$ cat config.mk
export PLATFORM = sky130hd
export DESIGN_NAME = uart_frame_tx
export DESIGN_NICKNAME = d
export VERILOG_FILES = /design/src/rtl/uart_pkg.sv /design/src/rtl/uart_tx_serializer.sv /design/src/rtl/uart_frame_tx.sv
export SDC_FILE = /design/constraint.sdc
export NUM_CORES = 1
export LEC_CHECK = 0
export BUFFER_PORTS_ARGS = -buffer_cell sky130_fd_sc_hd__buf_2
export CAP_MARGIN = 40
export CORE_MARGIN = 3
export CORE_UTILIZATION = 39
export CTS_CLUSTER_DIAMETER = 30
export DETAILED_ROUTE_END_ITERATION = 16
export PLACE_DENSITY = 0.68
export SYNTH_ARGS = -nofsm -noshare
export SYNTH_HDL_FRONTEND = slang
export SYNTH_HIERARCHICAL = 1
export SYNTH_SLANG_ARGS = --single-unit
$ cat constraint.sdc
create_clock -name clk -period 2.15 [get_ports clk]
set_input_delay 0.215 -clock clk [delete_from_list [all_inputs] [get_ports clk]]
set_output_delay 0.215 -clock clk [all_outputs]
set_load 0.02 [all_outputs]
$ cat src/rtl/uart_pkg.sv
// ============================================================================
//  uart_pkg
//  Shared FSM state type, CRC-16/CCITT-FALSE constants and byte-wise update.
//  Optional feature macro: UART_FRAME_TX_PARITY_EN (adds one even-parity bit).
//  Revision: 1.0
// ============================================================================
`default_nettype none

package uart_pkg;

    typedef enum logic [2:0] {
        IDLE   = 3'd0,
        FETCH  = 3'd1,
        SEND   = 3'd2,
        CRC_HI = 3'd3,
        CRC_LO = 3'd4,
        DONE   = 3'd5
    } state_t;

    localparam logic [15:0] CRC_POLY = 16'h1021;
    localparam logic [15:0] CRC_INIT = 16'hFFFF;

`ifdef UART_FRAME_TX_PARITY_EN
    localparam int PARITY_BITS = 1;
`else
    localparam int PARITY_BITS = 0;
`endif

    // MSB-first, unreflected: one full byte folded into the register at once.
    function automatic logic [15:0] crc16_byte(input logic [15:0] crc, input logic [7:0] data);
        logic [15:0] c;
        c = crc;
        for (int i = 7; i >= 0; i--) begin
            if (c[15] ^ data[i]) begin
                c = {c[14:0], 1'b0} ^ CRC_POLY;
            end else begin
                c = {c[14:0], 1'b0};
            end
        end
        return c;
    endfunction

endpackage

`default_nettype wire

$ cat src/rtl/uart_tx_serializer.sv
// ============================================================================
//  uart_tx_serializer
//  Sends one UART character per load: start, 8 data bits LSB first, optional
//  even parity (UART_FRAME_TX_PARITY_EN), STOP_BITS stop bits.
//  Revision: 1.0
// ============================================================================
`default_nettype none

module uart_tx_serializer
    import uart_pkg::*;
#(
    parameter int CLK_DIV   = 434,
    parameter int STOP_BITS = 1
) (
    input  logic       clk,
    input  logic       rst_n,
    input  logic       load_i,
    input  logic [7:0] byte_i,
    output logic       tx_o,
    output logic       active_o,
    output logic       char_done_o
);

    localparam int NBITS = 9 + PARITY_BITS + STOP_BITS;
    localparam int SH_W  = NBITS - 1;
    localparam int DIV_W = $clog2(CLK_DIV);
    localparam logic [DIV_W-1:0] DIV_LAST = DIV_W'(CLK_DIV - 1);
    localparam logic [3:0]       BIT_LAST = 4'(NBITS - 1);

    logic             tx_q;
    logic             active_q;
    logic [SH_W-1:0]  shift_q;
    logic [3:0]       bit_q;
    logic [DIV_W-1:0] div_q;
    logic [SH_W-1:0]  shift_d;

    // Everything that follows the start bit, in line order from bit 0 upward.
`ifdef UART_FRAME_TX_PARITY_EN
    assign shift_d = {{STOP_BITS{1'b1}}, ^byte_i, byte_i};
`else
    assign shift_d = {{STOP_BITS{1'b1}}, byte_i};
`endif

    always_ff @(posedge clk or negedge rst_n) begin
        if (!rst_n) begin
            tx_q     <= 1'b1;
            active_q <= 1'b0;
            shift_q  <= '0;
            bit_q    <= '0;
            div_q    <= '0;
        end else if (load_i) begin
            tx_q     <= 1'b0;
            active_q <= 1'b1;
            shift_q  <= shift_d;
            bit_q    <= '0;
            div_q    <= '0;
        end else if (active_q) begin
            if (div_q == DIV_LAST) begin
                div_q <= '0;
                if (bit_q == BIT_LAST) begin
                    active_q <= 1'b0;
                    tx_q     <= 1'b1;
                    bit_q    <= '0;
                end else begin
                    bit_q   <= bit_q + 4'd1;
                    tx_q    <= shift_q[0];
                    shift_q <= {1'b0, shift_q[SH_W-1:1]};
                end
            end else begin
                div_q <= div_q + DIV_W'(1);
            end
        end
    end

    assign tx_o        = tx_q;
    assign active_o    = active_q;
    assign char_done_o = active_q && (div_q == DIV_LAST) && (bit_q == BIT_LAST);

endmodule

`default_nettype wire

$ cat src/rtl/uart_frame_tx.sv
// ============================================================================
//  uart_frame_tx
//  Frames PAYLOAD_BYTES bytes plus CRC-16/CCITT-FALSE (high, low) onto a UART
//  line. Optional parity via macro UART_FRAME_TX_PARITY_EN.
//  Revision: 1.0
// ============================================================================
`default_nettype none

module uart_frame_tx
    import uart_pkg::*;
#(
    parameter int PAYLOAD_BYTES = 16,
    parameter int CLK_DIV       = 434,
    parameter int STOP_BITS     = 1
) (
    input  logic        clk,
    input  logic        reset,
    input  logic        start,
    input  logic [7:0]  in_data,
    input  logic        in_valid,
    output logic        in_ready,
    output logic        tx_out,
    output logic        busy,
    output logic        frame_done,
    output logic [15:0] crc_out
);

    localparam int CNT_W = $clog2(PAYLOAD_BYTES + 1);
    localparam logic [CNT_W-1:0] CNT_LAST = CNT_W'(PAYLOAD_BYTES);

    state_t           state_q;
    logic             in_ready_q;
    logic             busy_q;
    logic             frame_done_q;
    logic [15:0]      crc_q;
    logic [15:0]      crc_out_q;
    logic [CNT_W-1:0] cnt_q;
    logic [15:0]      crc_d;

    logic       w_accept;
    logic       w_load;
    logic       w_ser_active;
    logic       w_char_done;
    logic [7:0] w_byte;

    assign w_accept = (state_q == FETCH) && in_valid && in_ready_q;
    assign crc_d    = crc16_byte(crc_q, in_data);

    // CRC characters load on the first cycle of their state, which doubles as their fetch cycle.
    assign w_load = w_accept ||
                    (((state_q == CRC_HI) || (state_q == CRC_LO)) && !w_ser_active);

    always_comb begin
        w_byte = in_data;
        if (state_q == CRC_HI) begin
            w_byte = crc_q[15:8];
        end else if (state_q == CRC_LO) begin
            w_byte = crc_q[7:0];
        end
    end

    uart_tx_serializer #(
        .CLK_DIV   (CLK_DIV),
        .STOP_BITS (STOP_BITS)
    ) u_ser (
        .clk         (clk),
        .rst_n       (reset),
        .load_i      (w_load),
        .byte_i      (w_byte),
        .tx_o        (tx_out),
        .active_o    (w_ser_active),
        .char_done_o (w_char_done)
    );

    always_ff @(posedge clk or negedge reset) begin
        if (!reset) begin
            state_q      <= IDLE;
            in_ready_q   <= 1'b0;
            busy_q       <= 1'b0;
            frame_done_q <= 1'b0;
            crc_q        <= CRC_INIT;
            crc_out_q    <= 16'h0000;
            cnt_q        <= '0;
        end else begin
            case (state_q)
                IDLE: begin
                    frame_done_q <= 1'b0;
                    if (start) begin
                        state_q    <= FETCH;
                        busy_q     <= 1'b1;
                        in_ready_q <= 1'b1;
                        crc_q      <= CRC_INIT;
                        cnt_q      <= '0;
                    end
                end
                FETCH: begin
                    if (w_accept) begin
                        state_q    <= SEND;
                        in_ready_q <= 1'b0;
                        crc_q      <= crc_d;
                        cnt_q      <= cnt_q + CNT_W'(1);
                    end
                end
                SEND: begin
                    if (w_char_done) begin
                        if (cnt_q == CNT_LAST) begin
                            state_q <= CRC_HI;
                        end else begin
                            state_q    <= FETCH;
                            in_ready_q <= 1'b1;
                        end
                    end
                end
                CRC_HI: begin
                    if (w_char_done) begin
                        state_q <= CRC_LO;
                    end
                end
                CRC_LO: begin
                    if (w_char_done) begin
                        state_q      <= DONE;
                        frame_done_q <= 1'b1;
                        crc_out_q    <= crc_q;
                    end
                end
                DONE: begin
                    state_q      <= IDLE;
                    frame_done_q <= 1'b0;
                    busy_q       <= 1'b0;
                end
                default: begin
                    state_q <= IDLE;
                end
            endcase
        end
    end

    assign in_ready   = in_ready_q;
    assign busy       = busy_q;
    assign frame_done = frame_done_q;
    assign crc_out    = crc_out_q;

endmodule

`default_nettype wire

Word-level counts from Yosys, hierarchy flattened
Cells that the tools add are included.
{ "classes": {"addsub": 3, "n_mul": 0, "n_div": 0, "n_lt_le_gt_ge": 0, "eq_ne": 15, "n_shift": 0, "n_mux": 50, "bitwise_logic": 16, "reduce_logical": 24} }
{ "ops": {"columns": ["operator", "n"], "rows": [
  ["$mux W13", 8],
  ["$mux W9", 7],
  ["$mux W16", 2],
  ["$pmux W16 S2", 1],
  ["$not A3 Y3", 8],
  ["$mux W4", 4],
  ["$mux W8", 2],
  ["$mux W3", 5],
  ["$pmux W3 S5", 1],
  ["$mux W1", 13],
  ["$mux W5", 2],
  ["$pmux W5 S2", 1],
  ["$reduce_and A5 Y1", 2],
  ["$reduce_bool A2 Y1", 5],
  ["$add A9 B1 Y9 const B", 1],
  ["$eq A9 B9 Y1 const B", 1],
  ["$ne A2 B1 Y1 const B", 4],
  ["$reduce_and A2 Y1", 4],
  ["$xor A1 B1 Y1", 8],
  ["$eq A3 B2 Y1 const B", 2],
  ["$eq A3 B3 Y1 const B", 2],
  ["$ne A2 B2 Y1 const B", 3],
  ["$reduce_and A3 Y1", 2],
  ["$add A5 B1 Y5 const B", 1],
  ["13 further kinds", 19]
]} }
{ "totals": {"regBits": 67, "latchBits": 0, "mem_bits_rw": 0, "rom_bits": 0, "in_bits": 12, "out_inout_bits": 20, "memories": 0} }

Logic depth before layout (Yosys ltp)
Gate-level depths: netlist of run 1.
{ "logic_depth": {"depth_word": 18, "depth_mapped": 10} }

Cells and area by module
The synthesis of run 1 kept the hierarchy.
{ "modules_own_cells": {"columns": ["mod", "n_inst", "cells_per_inst", "area_per_inst_um2", "seq_area_each_um2"], "rows": [
  ["uart_frame_tx", 1, 234, 2359.8, 1096.1],
  ["uart_tx_serializer", 1, 129, 1252.5, 601.8]
]} }

Worst setup path after synthesis of run 1
No wires, ideal clock.
{ "synth_path": {"path_kind": "reg2reg", "from": "register u_ser.div_q[1]", "to": "register crc_out_q[10], in the netlist crc_out[10]", "t_arrival_ns": 2.096, "t_required_ns": 2.022, "setup_slack_ns": -0.074, "path_stages_with_launch": 11, "n_path_buf": 2, "synth_period_minus_slack_ns": 2.224, "path_cell_list": "dfrtp_1 > inv_1 > ha_1 > and4b_1 > nand3_2 > nor2_1 > nor2b_1 > and3_1 > buf_2 > buf_4 > mux2_1"} }
{ "synth_between": {"elab_chain_cells": 4} }
{ "synth_rtl": {"columns": ["item", "line_no", "rtl"], "rows": [
  ["start, declared", "uart_tx_serializer.sv:34", "logic [DIV_W-1:0] div_q;"],
  ["start signal, assigned", "uart_tx_serializer.sv:70", "div_q <= div_q + DIV_W'(1);"],
  ["$eq A9 B9 Y1", "uart_tx_serializer.sv:77", "assign char_done_o = active_q && (div_q == DIV_LAST) && (bit_q == BIT_LAST);"],
  ["$logic_and A1 B1 Y1 (2 in series)", "uart_tx_serializer.sv:77", null],
  ["net w_char_done", "uart_frame_tx.sv:43", "logic w_char_done;"],
  ["$reduce_and A2 Y1 (no source line)", null, null],
  ["end signal, assigned", "uart_frame_tx.sv:123", "crc_out_q <= crc_q;"],
  ["end, declared", "uart_frame_tx.sv:36", "logic [15:0] crc_out_q;"]
]} }
The timed path passes the listed nets, and every way through them passes these cells.
A chain may end at the register's enable or synchronous reset.

Final worst setup path of run 1
{ "layout_path": {"from": "register u_ser.div_q[1]", "to": "register crc_out_q[1], in the netlist crc_out[1]"} }
Same word-level chain as after synthesis.

==> run metrics, run 1 <==
outcome finished clean; # port buffers 31; Global Route Usage Sum 0.162; Post-Syn Instances 363; PD cells 628 nW/um2; DRC violations left 0; Clock Sink Count 67; initial antenna violation count 0; Final Max Tran Viols 0; Critical Path RT 2370 ps; synth-to-layout area growth 18.3%; sequential area share after synthesis 0.470; Die Width 102 um; Die ar. 10500 um2; final setup fails 0; Fin Setup TNS 0 ps; final hold vios 0; clock skew 8.28 ps; total congestion overflow 0; maximum clock rate 0.481 GHz; CP Class reg2reg; fraction of layout instances using a drive strength above 1 0.249; CP Max Fanout 16; routability cong. 0.791; Synth Warn # 6; number of synthesized register bits 67; Synth Cell Area 3610 um2; vias in the first global route 2792; Initial Util 0.408; Pwr Total 0.00268 W; actual slew at the worst max-slew pin 577 ps; Iteration-0 DRC Markers 106; via/cell ratio 5.40; diode count 0; CTS clk-pin slew, worst paths 70 ps; worst hold path type in2reg; Top FF cell, synth dfrtp_1; Routed Antenna Nets 0; Post-synth EDFFs 0; syn_area_per_cell 9.95 um2; worst-skew pair later-pin latency 330 ps; Leak Pwr 1.95 nW; VDD IR max 0.327 mV; final WL 7830 um; H-Tree Depth 3; num rows 34; postcts setup bufs 0; via count 2814; first-pass GRT wire length 13500 um; CTS tree yes; asr flop ratio synth 1.00; Netlist cell types 49; routed len/inst 15.0 um; TritonCTS buffer count 9; I/O Pins 32; Detailed Routing Iterations Pass 1 4; root buffer cell clkbuf_8; crit path launch type flop; max cap viols 0; NumNets Final 426; Worst slew margin 0.612; Final Critical Period 2080 ps; CP arrival 2300 ps; clock tree buffer depth 2; pin count of the biggest net entering global routing 46; Die H 102 um; Setup crit end kind flop; Final period util 0.967; CORE AREA 8850 um2; Mapped Nets 381; Final HPWL DP 5510 um
-- layer usage --
| metal | up-vias | GRT usage | part of all wire |
|---|---|---|---|
| li1 | 1364 | - | - |
| met1 | 1401 | 0.214 | 0.47 |
| met2 | 42 | 0.264 | 0.48 |
| met3 | 7 | 0.0355 | 0.029 |
| met4 | 0 | 0.0555 | 0.012 |
| met5 | - | 0 | 0 |
-- power breakdown --
group / internal [W] / leakage (nW) / total, W / switching, W
clock: 0.000804 / 0.126 / 0.00130 / 0.000495
sequential: 0.00127 / 0.810 / 0.00127 / 0.00000168
combinational: 0.0000435 / 1.02 / 0.000114 / 0.0000702
-- critical path: stages (launching register included) --
cell     delay (ps)
dfrtp_1         380
inv_1            70
ha_1            140
and4b_2         290
nand3_2         110
nor2_4          120
nor2b_4         150
and3_4          200
buf_12          150
mux2_2          340
-- stage by stage --
stage / hold WS, ps / utilization / std cells / setup WS [ps] / area, um2
floorplan: -80.6 / - / 363 / 7.57 / 3620
global placement: 83.1 / 0.451 / 504 / 117 / 3990
detailed placement: 85.4 / 0.451 / 504 / 74.5 / 3990
CTS: 204 / 0.480 / 521 / 60.6 / 4250
global route: 253 / 0.483 / 521 / -36.6 / 4270
finish: 225 / 0.483 / 521 / 71.5 / 4270
-- cell type report --
cell class / count / area (um2)
clock buffers: 10 / 138
clock inverters: 6 / 113
fillers: 840 / 4580
inverters: 10 / 37.5
multi-input cells: 268 / 1810
flip-flops and latches: 67 / 1700
well taps: 108 / 135
repair buffers: 52 / 340
-- registers in the layout, indices dropped and copies added (netlist names) --
register	flops
crc_q	16
busy	1
u_ser/tx_o	1
state_q	3
u_ser/active_o	1
in_ready	1
u_ser/bit_q	4
cnt_q	5
crc_out	16
frame_done	1
u_ser/shift_q	9
u_ser/div_q	9
-- path summary, 6_finish.rpt --
path | from | endpoint | slack (ps) | cells past startpoint
setup / recovery | u_ser/div_q[1] | crc_out[1] | 70 | 9
hold / removal | start | busy | 220 | 3
min in group asynchronous | reset | cnt_q[4] | 270 | 2
hold reg to reg | crc_out[9] | crc_out[9] | 490 | 1
setup reg to reg | u_ser/div_q[1] | crc_out[1] | 70 | 9
max in group asynchronous | reset | u_ser/tx_o | 1150 | 3
-- cell usage in the layout, fill, tap and decap left out, types with 5 or more instances in the layout --
| cell | synthesis | routed |
|---|---|---|
| ha_1 | 6 | 6 |
| nand2_1 | 29 | 29 |
| clkbuf_8 | 0 | 10 |
| mux2_2 | 6 | 6 |
| dfstp_2 | 17 | 17 |
| buf_2 | 7 | 31 |
| nor2_1 | 32 | 31 |
| inv_1 | 8 | 8 |
| mux2_1 | 10 | 10 |
| xnor2_1 | 17 | 17 |
| buf_4 | 4 | 18 |
| nor2b_1 | 22 | 21 |
| mux2i_1 | 6 | 6 |
| dfrtp_1 | 50 | 50 |
| xor2_1 | 17 | 17 |
| o22ai_1 | 9 | 9 |
| o21ai_0 | 18 | 18 |
| a21oi_1 | 21 | 21 |
| o311a_1 | 8 | 8 |
| o211ai_1 | 5 | 5 |
| nor3_1 | 11 | 11 |
-- what timing repair did --
item | 4_1_cts | 5_1_grt
hold buffers | 1 | 0
endpoints found under the hold margin | 7 | 0
gates resized for setup | 0 | 5
endpoints found under the setup margin | 0 | 27
-- kinds of logic (layout without fill, tap and decap cells) --
group / after synthesis / in the layout / synth area share
adder cells (fa/ha/maj): 6 / 6 / 0.0208
multiplexers: 22 / 22 / 0.0665
buffers and inverters: 28 / 78 / 0.0357
XOR/XNOR: 34 / 34 / 0.0824
AND/OR/NAND/NOR: 128 / 128 / 0.184
flip-flops: 67 / 67 / 0.470
AO/OA/AOI/OAI: 78 / 78 / 0.141
-- Yosys cell counts, drive strengths merged (9+ instances only) --
library cell	count	area, um2
nor2b	22	138
dfrtp	50	1250
nor3	12	65.1
xnor2	17	149
nor2	33	126
o21ai	20	100
inv	10	37.5
mux2	16	180
a21oi	21	105
xor2	17	149
o22ai	9	56.3
nand2	29	109
dfstp	17	447
buf	12	68.8
Note: power is estimated with default switching activity, not from simulation.
==> run 2, diff against run 1 <==
--- a/config.mk
+++ b/config.mk
@@ -7,11 +7,13 @@
 export LEC_CHECK = 0
 export BUFFER_PORTS_ARGS = -buffer_cell sky130_fd_sc_hd__buf_2
 export CAP_MARGIN = 40
+export CELL_PAD_IN_SITES_DETAIL_PLACEMENT = 2
+export CELL_PAD_IN_SITES_GLOBAL_PLACEMENT = 2
 export CORE_MARGIN = 3
-export CORE_UTILIZATION = 39
+export CORE_UTILIZATION = 35
 export CTS_CLUSTER_DIAMETER = 30
 export DETAILED_ROUTE_END_ITERATION = 16
-export PLACE_DENSITY = 0.68
+export PLACE_DENSITY = 0.86
 export SYNTH_ARGS = -nofsm -noshare
 export SYNTH_HDL_FRONTEND = slang
 export SYNTH_HIERARCHICAL = 1
==> run 2 against run 1 <==
Largest power group unchanged. Count of clock-buffer cells in the layout stayed put. First-iteration DRC count is 43% higher. Clock skew is 4.1 ps higher. Sequential cell count stayed put. Critical path type unchanged. Core utilization is 4.0 points lower. Die area is 11% higher. Wire length is 43% higher.
==> run metrics, run 2 (synthesis results as in run 1) <==
outcome finished clean; H-Tree Depth 3 (unchanged); synth-to-layout area growth 21.5%; Die H 108 um (+5.2%); placed instance count 530 (+5.2%); CORE AREA 9910 um2 (+12%); maximum clock rate 0.478 GHz (-0.59%); commonest non-fill, non-tap cell in the layout dfrtp_1; via/cell ratio 5.37 (-0.49%); max cap viols 0 (unchanged); CTS tree yes; Pwr Total 0.00271 W (+1.0%); Routed Antenna Nets 0 (unchanged); final hold vios 0 (unchanged); first-pass GRT wire length 18300 um (+35%); max incr delay on CP 390 ps (about the same); PD cells 618 nW/um2 (-1.6%); fraction of layout instances using a drive strength above 1 0.271 (+0.0216); crit path launch type flop; root buffer cell clkbuf_8; NumNets Final 430 (+0.94%); Initial Util 0.365 (-0.0437); diode count 0 (unchanged); vias in the first global route 3420 (+22%); I/O Pins 32 (unchanged); Final Critical Period 2090 ps (+12.3 ps); routability cong. 0.792 (+0.16%); CP Max Fanout 8 (-8); DRC violations left 0 (unchanged); Global Route Usage Sum 0.204 (+0.0417); Hold Path Stages 3 (unchanged); actual slew at the worst max-slew pin 584 ps (+6.72 ps); CP top delay family simple AND/OR/NAND/NOR gates; Die ar. 11600 um2 (+11%); clock tree buffer depth 2 (unchanged); via count 2956 (+5.0%); Clock Sink Count 67 (unchanged); Critical Path RT 2380 ps (about the same); worst-skew pair later-pin latency 360 ps (+30 ps); CP arrival 2320 ps (+20 ps); crit path cell chain inv_2 > ha_1 > and4b_2 > nand3_4 > nor2_4 > nor2b_4 > and3_4 > buf_12 > mux2_1; final std cells w/o fill 550 (+5.6%); # port buffers 31 (unchanged); placed inst area 4040 um2 (+1.3%); pin count of the biggest net entering global routing 46 (unchanged); worst hold path type in2reg; Crit-path slowest cell dfrtp_1; num rows 36 (+5.9%); leading cell types in the layout, fill and taps excluded 50 x dfrtp_1, 31 x nor2_1, 31 x buf_2, 29 x nand2_1; Final Max Tran Viols 0 (unchanged); Leak Pwr 1.97 nW (+1.1%); Die Width 108 um (+5.2%); Finished Cell Area 4390 um2 (+2.7%); initial antenna violation count 0 (unchanged); VDD IR max 0.316 mV (-3.2%); TritonCTS buffer count 9 (unchanged); Fin Setup TNS 0 ps (unchanged); fillers 1080 (+29%); total congestion overflow 0 (unchanged); Iteration-0 DRC Markers 152 (+43%); routed len/inst 20.4 um (+36%); CP Class reg2reg; Setup crit end kind flop; Worst slew margin 0.608 (-0.00451); Core Util, Final 0.443 (-0.0401); clock skew 12.4 ps (+4.11 ps); WP depth 9 (unchanged); Final HPWL DP 7790 um (+41%); CTS clk-pin slew, worst paths 70 ps (about the same); Buf/Inv on CP 2 (unchanged); Detailed Routing Iterations Pass 1 4 (unchanged); final setup fails 0 (unchanged); Final period util 0.972 (+0.00573); RSZ-0062 raised after global routing true; final WL 11200 um (+43%); Worst Reg2Reg Path Length in Cells 9 (unchanged)
[run 2: changes by cell type in the layout (fill, tap and decap cells not counted), sizes merged]
cell	previous run	this run
buf	51	54
clkbuf	10	11
clkinv	3	2
clkinvlp	0	1
[run 2: metrics by stage]
stage / hold WS (ps) / setup slack, ps
floorplan: -80.6 / 7.57
global placement: 225 / 113
detailed placement: 228 / -68.9
CTS: 203 / 13.2
global route: 219 / -30.4
finish: 206 / 59.2
[run 2: worst paths after layout]
kind	startpoint	slack, ps	end
hold reg to reg	crc_out[13]	490	crc_out[13]
hold / removal	start	210	busy
max in group asynchronous	reset	1110	crc_q[11]
setup reg to reg	u_ser/div_q[1]	60	crc_out[15]
min in group asynchronous	reset	380	u_ser/div_q[7]
setup / recovery	u_ser/div_q[1]	60	crc_out[15]
[run 2: power by group]
part | leakage, nW | internal, W | switching, W
Sequential | 0.810 | 0.00127 | 0.00000236
Combinational | 1.05 | 0.0000460 | 0.0000781
Clock | 0.117 | 0.000775 | 0.000540
Total | 1.97 | 0.00209 | 0.000621
[run 2: worst reg2reg max path, delay by kind of cell, from the launching register on]
kind / cells / cell delay [ps]
fa+ha+maj: 1 / 130
mux: 1 / 330
flops: 1 / 390
buf+inv: 2 / 210
simple gates: 5 / 910
[run 2: cell type report]
cell class                 count  area [um2]  share of cell area
multi-input combinational    268        1840               0.420
sequential                    67        1700               0.387
timing repair buffer          56         400              0.0912
tap                          133         166              0.0379
clock buffer                  10         128              0.0291
clock inverter                 6         115              0.0262
inverter                      10        37.5             0.00855
[run 2: repair_timing]
action	4_1_cts	5_1_grt
endpoints found under the hold margin	19	0
buffers inserted	0	2
resized for setup	4	10
hold buffers	1	0
gates cloned	0	1
setup endpoints to repair	19	26
pin swaps	0	2
[run 2: per-layer routing]
layer	GRT usage	vias to the layer above	wire [um]
met4	0.0613	0	177
li1	-	1366	-
met1	0.248	1540	4780
met2	0.363	35	6010
met5	0	-	0
met3	0.0390	15	252
==> run 3, diff against run 2 <==
--- a/config.mk
+++ b/config.mk
@@ -5,15 +5,16 @@
 export SDC_FILE = /design/constraint.sdc
 export NUM_CORES = 1
 export LEC_CHECK = 0
-export BUFFER_PORTS_ARGS = -buffer_cell sky130_fd_sc_hd__buf_2
 export CAP_MARGIN = 40
 export CELL_PAD_IN_SITES_DETAIL_PLACEMENT = 2
 export CELL_PAD_IN_SITES_GLOBAL_PLACEMENT = 2
 export CORE_MARGIN = 3
-export CORE_UTILIZATION = 35
+export CORE_UTILIZATION = 37
 export CTS_CLUSTER_DIAMETER = 30
 export DETAILED_ROUTE_END_ITERATION = 16
+export DONT_BUFFER_PORTS = 1
 export PLACE_DENSITY = 0.86
+export REMOVE_ABC_BUFFERS = 1
 export SYNTH_ARGS = -nofsm -noshare
 export SYNTH_HDL_FRONTEND = slang
 export SYNTH_HIERARCHICAL = 1
==> run 3 against run 2 <==
The flow now finishes with violations (setup timing). Worst hold slack got worse by 120 ps. Die area decreased by 5.1%. Fmax decreased by 4.3%. Largest power group is now sequential cells. Combinational power decreased by 15%. Power decreased by 3.2%. Sequential cell count unchanged. Sequential power about the same. Global-route usage about the same. Largest cell class unchanged. Clock skew decreased by 2.1 ps. Critical endpoint is now crc_out[9]. Non-clock buffer count decreased by 24. Critical path depth unchanged. Register-to-register slack got worse by 95 ps.
==> run metrics, run 3 (synthesis results as in run 1) <==
outcome finished with violations; failing checks setup timing; PD cells 614 nW/um2 (-0.63%); Iteration-0 DRC Markers 93 (-39%); max incr delay on CP 400 ps (about the same); Crit-path slowest cell dfrtp_1; Initial Util 0.385 (+0.0209); RSZ-0062 raised after global routing true; final hold vios 0 (unchanged); diode count 0 (unchanged); fraction of layout instances using a drive strength above 1 0.232 (-0.0394); pin count of the biggest net entering global routing 68 (+48%); Die H 105 um (-2.6%); Critical Path RT 2380 ps (about the same); vias in the first global route 3312 (-3.2%); CP Max Fanout 8 (unchanged); worst-skew pair later-pin latency 350 ps (about the same); pre-CTS setup slack -10.5 ps (+58.5 ps); CP Class reg2reg; VDD IR max 0.315 mV (-0.25%); Final Critical Period 2190 ps (+95.0 ps); CTS tree yes; Setup crit end kind flop; setup slack after layout -35.8 ps (-95.0 ps); fillers 1011 (-6.4%); NumNets Final 406 (-5.6%); CP arrival 2410 ps (+90 ps); via/cell ratio 5.54 (+3.1%); clock skew 10.3 ps (-2.09 ps); # port buffers 0 (-100%); actual slew at the worst max-slew pin 602 ps (+17.8 ps); Buf/Inv on CP 2 (unchanged); Die Width 105 um (-2.6%); Final HPWL DP 7100 um (-8.9%); Die ar. 11000 um2 (-5.1%); routed len/inst 21.8 um (+7.2%); CTS clk-pin slew, worst paths 80 ps (about the same); total congestion overflow 0 (unchanged); num rows 35 (-2.8%); Clock Sink Count 67 (unchanged); Final period util 1.02 (+0.0442); first-pass GRT wire length 17900 um (-2.2%); routability cong. 0.806 (+1.8%); worst hold path type in2reg; final std cells w/o fill 522 (-5.1%); maximum clock rate 0.457 GHz (-4.3%); via count 2892 (-2.2%); final setup fails 8 (+8); I/O Pins 32 (unchanged); Global Route Usage Sum 0.204 (about the same); crit path cell chain inv_2 > ha_4 > and4b_1 > nand3_2 > nor2_4 > nor2b_4 > and3_4 > clkbuf_16 > mux2_1; Final Max Tran Viols 0 (unchanged); synth-to-layout area growth 18.3%; CP top delay family simple AND/OR/NAND/NOR gates; max cap viols 0 (unchanged); TritonCTS buffer count 9 (unchanged); DRC violations left 0 (unchanged); Pwr Total 0.00262 W (-3.2%); H-Tree Depth 3 (unchanged); final WL 11400 um (+1.7%); leading cell types in the layout, fill and taps excluded 49 x dfrtp_1, 31 x nor2_1, 29 x nand2_1, 28 x buf_4; Worst slew margin 0.596 (-0.0120); initial antenna violation count 0 (unchanged); Detailed Routing Iterations Pass 1 6 (+2); placed instance count 501 (-5.5%); Routed Antenna Nets 0 (unchanged); Hold WS 86.1 ps (-120 ps); CORE AREA 9370 um2 (-5.4%); crit path launch type flop; Fin Setup TNS -180 ps (-180 ps); root buffer cell clkbuf_8; commonest non-fill, non-tap cell in the layout dfrtp_1; clock tree buffer depth 2 (unchanged); Leak Pwr 1.86 nW (-5.8%)
run 3: changes by cell type in the layout (fill, tap and decap cells not counted), sizes merged:
cell,change
inv,+3
buf,-24
bufinv,-1
clkinv,-2
run 3: layout make-up:
class	instances	area (um2)	share of cell area
flip-flops and latches	67	1700	0.398
clock buffers	10	138	0.0322
clock inverters	6	93.8	0.0220
well taps	129	161	0.0378
repair buffers	32	293	0.0685
multi-input cells	268	1850	0.433
inverters	10	37.5	0.00878
run 3: repair_timing:
action                                  CTS  global route
endpoints found under the setup margin   16            29
buffers inserted                          0             2
cloned                                    0             1
resized for setup                         4            15
hold buffers                              2             0
endpoints found under the hold margin    67             0
pin swaps                                 0             1
run 3: stage by stage:
step	util	instance area, um2
finish	0.456	4270
global route	0.456	4270
CTS	0.446	4180
detailed placement	0.416	3900
global placement	0.416	3900
floorplan	-	3520
run 3: final timing paths:
path	slack [ps]	start	end	cells past startpoint
worst max-delay path	-40	u_ser/div_q[1]	crc_out[9]	9
worst min-delay path	90	start	busy	2
worst max register to register	-40	u_ser/div_q[1]	crc_out[9]	9
worst min register to register	520	u_ser/shift_q[8]	u_ser/shift_q[8]	1
max in group asynchronous	1370	reset	crc_q[9]	2
min in group asynchronous	450	reset	u_ser/bit_q[2]	2
run 3: report_power, final:
group	switching (W)	internal, W	total (W)	leakage (nW)
registers	0.00000254	0.00127	0.00127	0.809
logic	0.0000645	0.0000408	0.000105	0.936
clock network	0.000549	0.000698	0.00125	0.114
run 3: metal layers:
layer / up-vias / global-route usage / part of all wire
met3: 13 / 0.0476 / 0.039
met4: 0 / 0.0525 / 0.015
met2: 47 / 0.375 / 0.53
met1: 1512 / 0.237 / 0.41
met5: - / 0 / 0
li1: 1320 / - / -
